<file path="src/rtl/fixed_sqrt_v2.sv">
// fixed_sqrt_v2: iterative Q17.14 square root, one result bit per clock.
// Restoring shift-subtract over a 48-bit zero-extended radicand (rad << 14).
// Negative radicands produce a root of zero with the normal latency.
//
// state | meaning
// IDLE  | waiting for strobe
// BUSY  | one root bit per cycle, counter 23 down to 0
// DONE  | output register written on leaving; accepts a new strobe
module fixed_sqrt_v2 #(
  parameter int FRAC_BITS = 14,
  parameter int WIDTH     = 32
) (
  input  logic             clk,
  input  logic             reset,
  input  logic             strobe,
  input  logic [WIDTH-1:0] rad,
  output logic [WIDTH-1:0] root,
  output logic             valid
);

  localparam int RAD_W = WIDTH + FRAC_BITS + 2;
  localparam int ROOT_W = RAD_W / 2;
  localparam logic [4:0] ITER_LAST = 5'(ROOT_W - 1);

  typedef enum logic [1:0] {S_IDLE, S_BUSY, S_DONE} state_t;

  state_t r_state;
  state_t w_state_nx;

  logic [RAD_W-1:0]  r_rem;
  logic [RAD_W-1:0]  r_shf;
  logic [ROOT_W-1:0] r_part;
  logic [4:0]        r_cnt;

  logic [RAD_W-1:0]  w_rem_sh;
  logic [RAD_W-1:0]  w_trial;
  logic [RAD_W-1:0]  w_rem_nx;
  logic [ROOT_W-1:0] w_part_nx;
  logic              w_ge;
  logic              w_load;
  logic              w_fin;

  // One restoring iteration: bring down two radicand bits, try (root<<2)|1.
  always_comb begin
    w_rem_sh  = {r_rem[RAD_W-3:0], r_shf[RAD_W-1 -: 2]};
    w_trial   = RAD_W'({r_part, 2'b01});
    w_ge      = (w_rem_sh >= w_trial);
    w_rem_nx  = w_ge ? (w_rem_sh - w_trial) : w_rem_sh;
    w_part_nx = {r_part[ROOT_W-2:0], w_ge};
  end

  // State register.
  always_ff @(posedge clk) begin
    if (reset) r_state <= S_IDLE;
    else       r_state <= w_state_nx;
  end

  // Next-state logic; DONE accepts a strobe just like IDLE so there is no bubble.
  always_comb begin
    w_state_nx = r_state;
    case (r_state)
      S_IDLE:  w_state_nx = strobe ? S_BUSY : S_IDLE;
      S_BUSY:  w_state_nx = (r_cnt == 5'd0) ? S_DONE : S_BUSY;
      S_DONE:  w_state_nx = strobe ? S_BUSY : S_IDLE;
      default: w_state_nx = S_IDLE;
    endcase
  end

  // Control decode from the current state.
  always_comb begin
    w_load = 1'b0;
    w_fin  = 1'b0;
    case (r_state)
      S_IDLE:  w_load = strobe;
      S_DONE: begin
        w_load = strobe;
        w_fin  = 1'b1;
      end
      default: begin
        w_load = 1'b0;
        w_fin  = 1'b0;
      end
    endcase
  end

  // Datapath: latch the radicand on accept, iterate while busy.
  always_ff @(posedge clk) begin
    if (reset) begin
      r_rem  <= '0;
      r_shf  <= '0;
      r_part <= '0;
      r_cnt  <= '0;
    end else if (w_load) begin
      r_rem  <= '0;
      r_part <= '0;
      r_cnt  <= ITER_LAST;
      if (rad[WIDTH-1]) r_shf <= '0;
      else              r_shf <= {2'b00, rad, {FRAC_BITS{1'b0}}};
    end else if (r_state == S_BUSY) begin
      r_rem  <= w_rem_nx;
      r_part <= w_part_nx;
      r_shf  <= {r_shf[RAD_W-3:0], 2'b00};
      r_cnt  <= r_cnt - 5'd1;
    end
  end

  // Output register: written (and valid pulsed) on the edge that leaves DONE.
  always_ff @(posedge clk) begin
    if (reset) begin
      root  <= '0;
      valid <= 1'b0;
    end else begin
      valid <= w_fin;
      if (w_fin) root <= WIDTH'(r_part);
    end
  end

endmodule

</file>
<file path="config.mk">
export PLATFORM = sky130hd
export DESIGN_NAME = fixed_sqrt_v2
export DESIGN_NICKNAME = d
export VERILOG_FILES = /design/src/rtl/fixed_sqrt_v2.sv
export SDC_FILE = /design/constraint.sdc
export NUM_CORES = 1
export LEC_CHECK = 0
export BUFFER_PORTS_ARGS = -buffer_cell sky130_fd_sc_hd__buf_2
export CAP_MARGIN = 25
export CELL_PAD_IN_SITES_DETAIL_PLACEMENT = 0
export CELL_PAD_IN_SITES_GLOBAL_PLACEMENT = 1
export CORE_ASPECT_RATIO = 0.9
export CORE_MARGIN = 5
export CORE_UTILIZATION = 30
export DETAILED_ROUTE_END_ITERATION = 12
export PLACE_DENSITY = 0.63
export SYNTH_ARGS = -nofsm -noshare
export SYNTH_HDL_FRONTEND = slang
export SYNTH_SLANG_ARGS = --single-unit
</file>
<file path="constraint.sdc">
create_clock -name clk -period 3.1 [get_ports clk]
set_input_delay 0 -clock clk [delete_from_list [all_inputs] [get_ports clk]]
set_output_delay 0 -clock clk [all_outputs]
set_load 0.02 [all_outputs]
</file>
# Yosys cells after proc, flatten, opt, wreduce, memory -nomap -nowiden
# Index checks and enable logic that the tools add are counted.
# W data, S select, Z words.
[word_totals] elab_cells=29 in_bits=35 register_bits=150 output_inout_bits=33
[classes] reduce_logical=5 magnitude_cmp=1 addsub=2 n_mux=11 eq_ne=2
[op_table] cell="$mux W48" count=2
[op_table] cell="$ge A48 B26 Y1" count=1
[op_table] cell="$mux W46" count=1
[op_table] cell="$sub A46 B26 Y46" count=1
[op_table] cell="$mux W45" count=1
[op_table] cell="$mux W5" count=2
[op_table] cell="$logic_not A5 Y1" count=1
[op_table] cell="$sub A5 B1 Y5 const B" count=1
[op_table] cell="$pmux W2 S2" count=1
[op_table] cell="$reduce_or A2 Y1" count=2
[op_table] cell="$mux W1" count=3
[op_table] cell="$eq A2 B1 Y1 const B" count=1
[op_table] cell="$eq A2 B2 Y1 const B" count=1
[op_table] cell="$logic_not A2 Y1" count=1
[op_table] cell="$mux W2" count=1
[op_table] cell="$reduce_bool A2 Y1" count=1

# Longest topological paths before layout
[depth] ltp_word=4 ltp_mapped=13 mapped_depth_nobuf=10

# Worst setup path before layout
# No wires, ideal clock.
[synth_timing] path_kind="register to register" from="reg r_part[0]" to="reg r_rem[42]" period_less_slack_ps=2519 arrival_time_ps=2386 required_time_ps=2968 path_slack_ps=581 setup_ps=132 path_buffers=2 path_stages_with_launch=13 cell_sequence="dfxtp_1 -> inv_1 -> ha_1 -> nor2b_1 -> o311a_1 -> o2111ai_1 -> a211oi_1 -> or2_1 -> buf_2 -> buf_6 -> o211ai_1 -> xor2_1 -> a21oi_1"
[synth_via] elab_chain_len=2 elab_cells_between_ends=3 cone_classes="add/sub: 1; order compare: 1; mux: 1"
[synth_rtl] element="from (decl)" line="32" text="logic [ROOT_W-1:0] r_part;"
[synth_rtl] element="from (signal assigned)" line="101" text="r_part <= w_part_nx;"
[synth_rtl] element="$sub A46 B26 Y46 or $ge A48 B26 Y1 (tied branches)" line="48, 47"
[synth_rtl] element="$mux W46 *" line="48" text="w_rem_nx = w_ge ? (w_rem_sh - w_trial) : w_rem_sh;"
[synth_rtl] element="to (signal assigned)" line="100" text="r_rem <= w_rem_nx;"
[synth_rtl] element="to (decl)" line="30" text="logic [RAD_W-1:0] r_rem;"
# Every way passes the cells marked *; elsewhere a longest branch is shown, timed or not.
# A chain may end at the register's enable or synchronous reset.

# Worst setup path after layout
[layout_timing] from="reg r_part[0]" to="reg r_rem[31]"
# Same word-level chain as after synthesis.

==> results by group <==
Yosys
  • Ys flop type: dfxtp_1
  • Largest area contributor in the netlist: dfxtp_1
  • Per-instance average area after synthesis: between 7 and 8 um2
  • Seq cells post-synth: 136
  • Cell count after synthesis: approximately 910
  • Post-synth EDFFs: 0
  • Synth cell types: 63
  • Yosys Warn Count: 0
  • Seq/Total Area, Yosys: between 30% and 40%
  • Synth top area cells: dfxtp_1 38%, a21oi_1 8.3%, nand2_1 8.1%
  • Area share of the largest cell type after synthesis: 37.81%
  • Mapped Area: 7201 um2
  • Asr flop ratio synth: 0%

Die
  • Cell Rows: between 50 and 60
  • Die Width: 173.3 um
  • Total core area: 23480 um2
  • Die Ht: approximately 160 um
  • I/O pin total: 68
  • Initial core utilization: between 30 and 40%
  • Die Area: about 27000 um2

Clocking
  • H-tree levels: 4
  • Setup Buffers After CTS: 0
  • TritonCTS clock tree: built
  • CTS clk-pin slew, worst paths: 70 ps
  • Clk Latency, worst-skew pair: 430 ps
  • Clock root cell: clkbuf_16
  • Clk buf depth: 2
  • Num CTS Buffers: 17
  • TritonCTS Sinks: 136

Setup path
  • Required time at the worst-slack endpoint: roughly 3400 ps
  • Crit path cell chain: inv_1, ha_1, nor2b_1, o311a_1, o2111ai_1, a211oi_1, nor2_2, buf_4, nor4_1, xnor2_1, a21oi_1
  • FF-to-FF setup slack: between 200 and 300 ps
  • CP max-delay cell: a211oi_1
  • Crit. End Element: register
  • Startpoint class of the critical path: register
  • CP max FO: 10
  • Kind of critical path: register to register
  • Critical Path Max Stage Delay: just under 400 ps
  • Worst EP arrival: ~3100 ps

Power and ir drop
  • Worst vdd ir: a little under 0.3 mV
  • Register share of total power: between 30% and 40%
  • Clock share of power: 34.8%
  • Sw Share: 36.11%
  • Internal: between 3000 and 4000 uW
  • Combinational Power Share: approximately a third
  • Pleak: approximately 0.0036 uW
  • Total power: approximately 6000 uW
  • PD cells: between 600 and 700 nW/um2
  • Psw: between 2000 and 2500 uW

Drt
  • Total number of vias: about 6700
  • Post-route DRC violation count: 0
  • Routed Antenna Nets: 0
  • DR WL/cell: 15.28 um
  • DRT Wirelength: 20050 um
  • DR iter-0 viols: about 460
  • DR pass1 iterations: 9
  • Via-per-instance ratio: 5.070

GRT
  • Vias in the first global route: around 6500
  • Global-route wire length before repair: between 30000 and 40000 um
  • Largest net degree at the start of global routing: 51
  • Overflow after GRT: 0
  • Initial antenna violation count: 0
  • Global-route usage over all layers: around 15%

Placement
  • Port bufs: between 50 and 60
  • Routability Congestion: 0.8335
  • Post-placement cell area: 7770 um2
  • Dpl hpwl: around 14000 um

Cells and area
  • Area Overhead vs Synth: 23.63%
  • Final nets: 1059
  • Ant. Diodes: 0
  • Share of cells above drive strength 1: between 10% and 20%
  • Non-Filler Cell Area, Final: 8902 um2

Timing
  • Fin crit share: 91.83%
  • Slew Viols, Final: 0
  • Fmax: about 350 MHz
  • Slew @ Worst Pin: between 600 and 700 ps
  • Min cycle time layout: between 2000 and 3000 ps
  • # setup viols final: 0
  • Setup TNS: 0 ps
  • Final hold vios: 0
  • Slew HR: around 60%
  • RSZ-0062 raised after global routing: no
  • Clock Skew: 19.04 ps

Outcome
  • Run status: finished, final reports clean

Hold path
  • Min-delay worst type: input port to register

Job
  • Max-cap viol count: 0
[cell type report]
type / instances / area, um2
repair buffers: 136 / 1021
clock inverters: 14 / 160.2
fillers: 2491 / 14570
multi-input cells: 670 / 4046
flip-flops and latches: 136 / 2723
inverters: 36 / 135.1
well taps: 302 / 377.9
clock buffers: 18 / 439.2
[path summary, 6_finish.rpt]
path / start / cells past startpoint / to
setup reg to reg: r_part[0]$_SDFFE_PP0P_ / 11 / r_rem[31]$_SDFFE_PP0P_
hold / removal: rad[31] / 5 / r_shf[18]$_SDFFE_PP0P_
setup / recovery: r_part[0]$_SDFFE_PP0P_ / 11 / r_rem[31]$_SDFFE_PP0P_
hold reg to reg: root[15]$_SDFFE_PP0P_ / 2 / root[15]$_SDFFE_PP0P_
[logic make-up (layout without fill, tap and decap cells)]
family          after synthesis  after routing  synth area share, %
simple gates                314            314                20.17
compound gates              275            275                24.97
flops                       136            136                37.81
buf+inv                     112            204                6.672
xor+xnor                     44             44                5.352
fa+ha+maj                    27             27                4.692
mux                           2              2               0.2780
other cells                   1              8              0.05208
[power groups by stage]
stage	Sequential (uW)	Clock (uW)	Combinational [uW]
floorplan	1920	0	1500
global placement	1940	0	1950
detailed placement	1940	0	1930
CTS	1900	2150	1980
global route	1920	2210	2230
finish	1900	2090	2000
[placed cells by master, fill, tap and decap left out, types with 4 or more instances in the layout]
cell type and count:
buf_2 59, nor2_1 69, a211oi_1 6, nand3_1 10, a21oi_1 119, ha_1 27, nor4_1 6, dfxtp_1 136
a222oi_1 29, buf_4 24, o211ai_1 8, xnor2_1 29, a21o_1 7, a311oi_1 10, and2_1 4, dlygate4sd3_1 51
a31oi_1 5, conb_1 8, nor3_1 12, clkbuf_16 17, nand2b_1 7, o21ai_0 47, o21a_1 7, inv_1 36
inv_8 4, or3_1 4, nor2b_1 7, a211o_1 4, nand4_1 14, xor2_1 15, a22oi_1 6, o31ai_1 5
nand2_1 155, inv_6 4
[timing repair]
item | CTS | global route
endpoints found under the setup margin | 0 | 3
hold endpoints to repair | 32 | 0
hold buffers | 51 | 0
gates resized for setup | 0 | 1
[metrics by stage]
step | worst slack (ps) | hold slack (ps) | instances | utilization, %
after floorplan | 581.2 | 148.3 | 918 | -
after global placement | 218.1 | 236.6 | 1228 | 33.10
after detailed placement | 135.7 | 244.5 | 1228 | 33.10
after CTS | 110.3 | 248.2 | 1311 | 37.83
after global routing | 9.517 | 308.0 | 1312 | 37.92
final | 253.4 | 259.6 | 1312 | 37.92
[per-layer routing]
layer  track usage [%]  wire (um)  vias to the layer above
li1                  -          -                     3399
met1             20.47       9997                     3117
met2             23.61       9142                      119
met3             2.666        621                       17
met4             4.407        290                        0
met5                 0          0                        -
[cells in the mapped netlist (all sizes together) (2+ instances only)]
library cell  instances
nand2b                7
xor2                 15
inv                  36
a221oi                2
a22oi                 6
o211ai                8
a21boi                2
dfxtp               136
a31oi                 5
nor4                 10
a21oi               119
nand3                10
or3                   4
and4                  3
clkbuf               54
and3                  3
a21o                  7
o21bai                3
a211oi                9
nor2                 71
or4                   3
o21ai                47
and2                  4
buf                  22
a311oi               10
nor3                 16
o2111ai               3
nand4                14
nand2               155
nor2b                 9
mux2i                 2
a211o                 4
a222oi               29
o21a                  7
o31ai                 5
ha                   27
or2                   2
xnor2                29
[flip-flops by register name, indices dropped and copies added, names as in the netlist]
signal	flops
valid	1
root	24
r_cnt	5
r_shf	34
r_part	24
r_rem	46
r_state	2
[critical path: cells and delay by family (launching register included)]
| family | cells | cell delay [ps] |
|---|---|---|
| AND/OR/NAND/NOR | 3 | 670 |
| flip-flops | 1 | 360 |
| XOR/XNOR | 1 | 170 |
| AO/OA/AOI/OAI | 4 | 960 |
| adder cells (fa/ha/maj) | 1 | 310 |
| buffers and inverters | 2 | 240 |
Note: power is estimated with default switching activity, not from simulation.
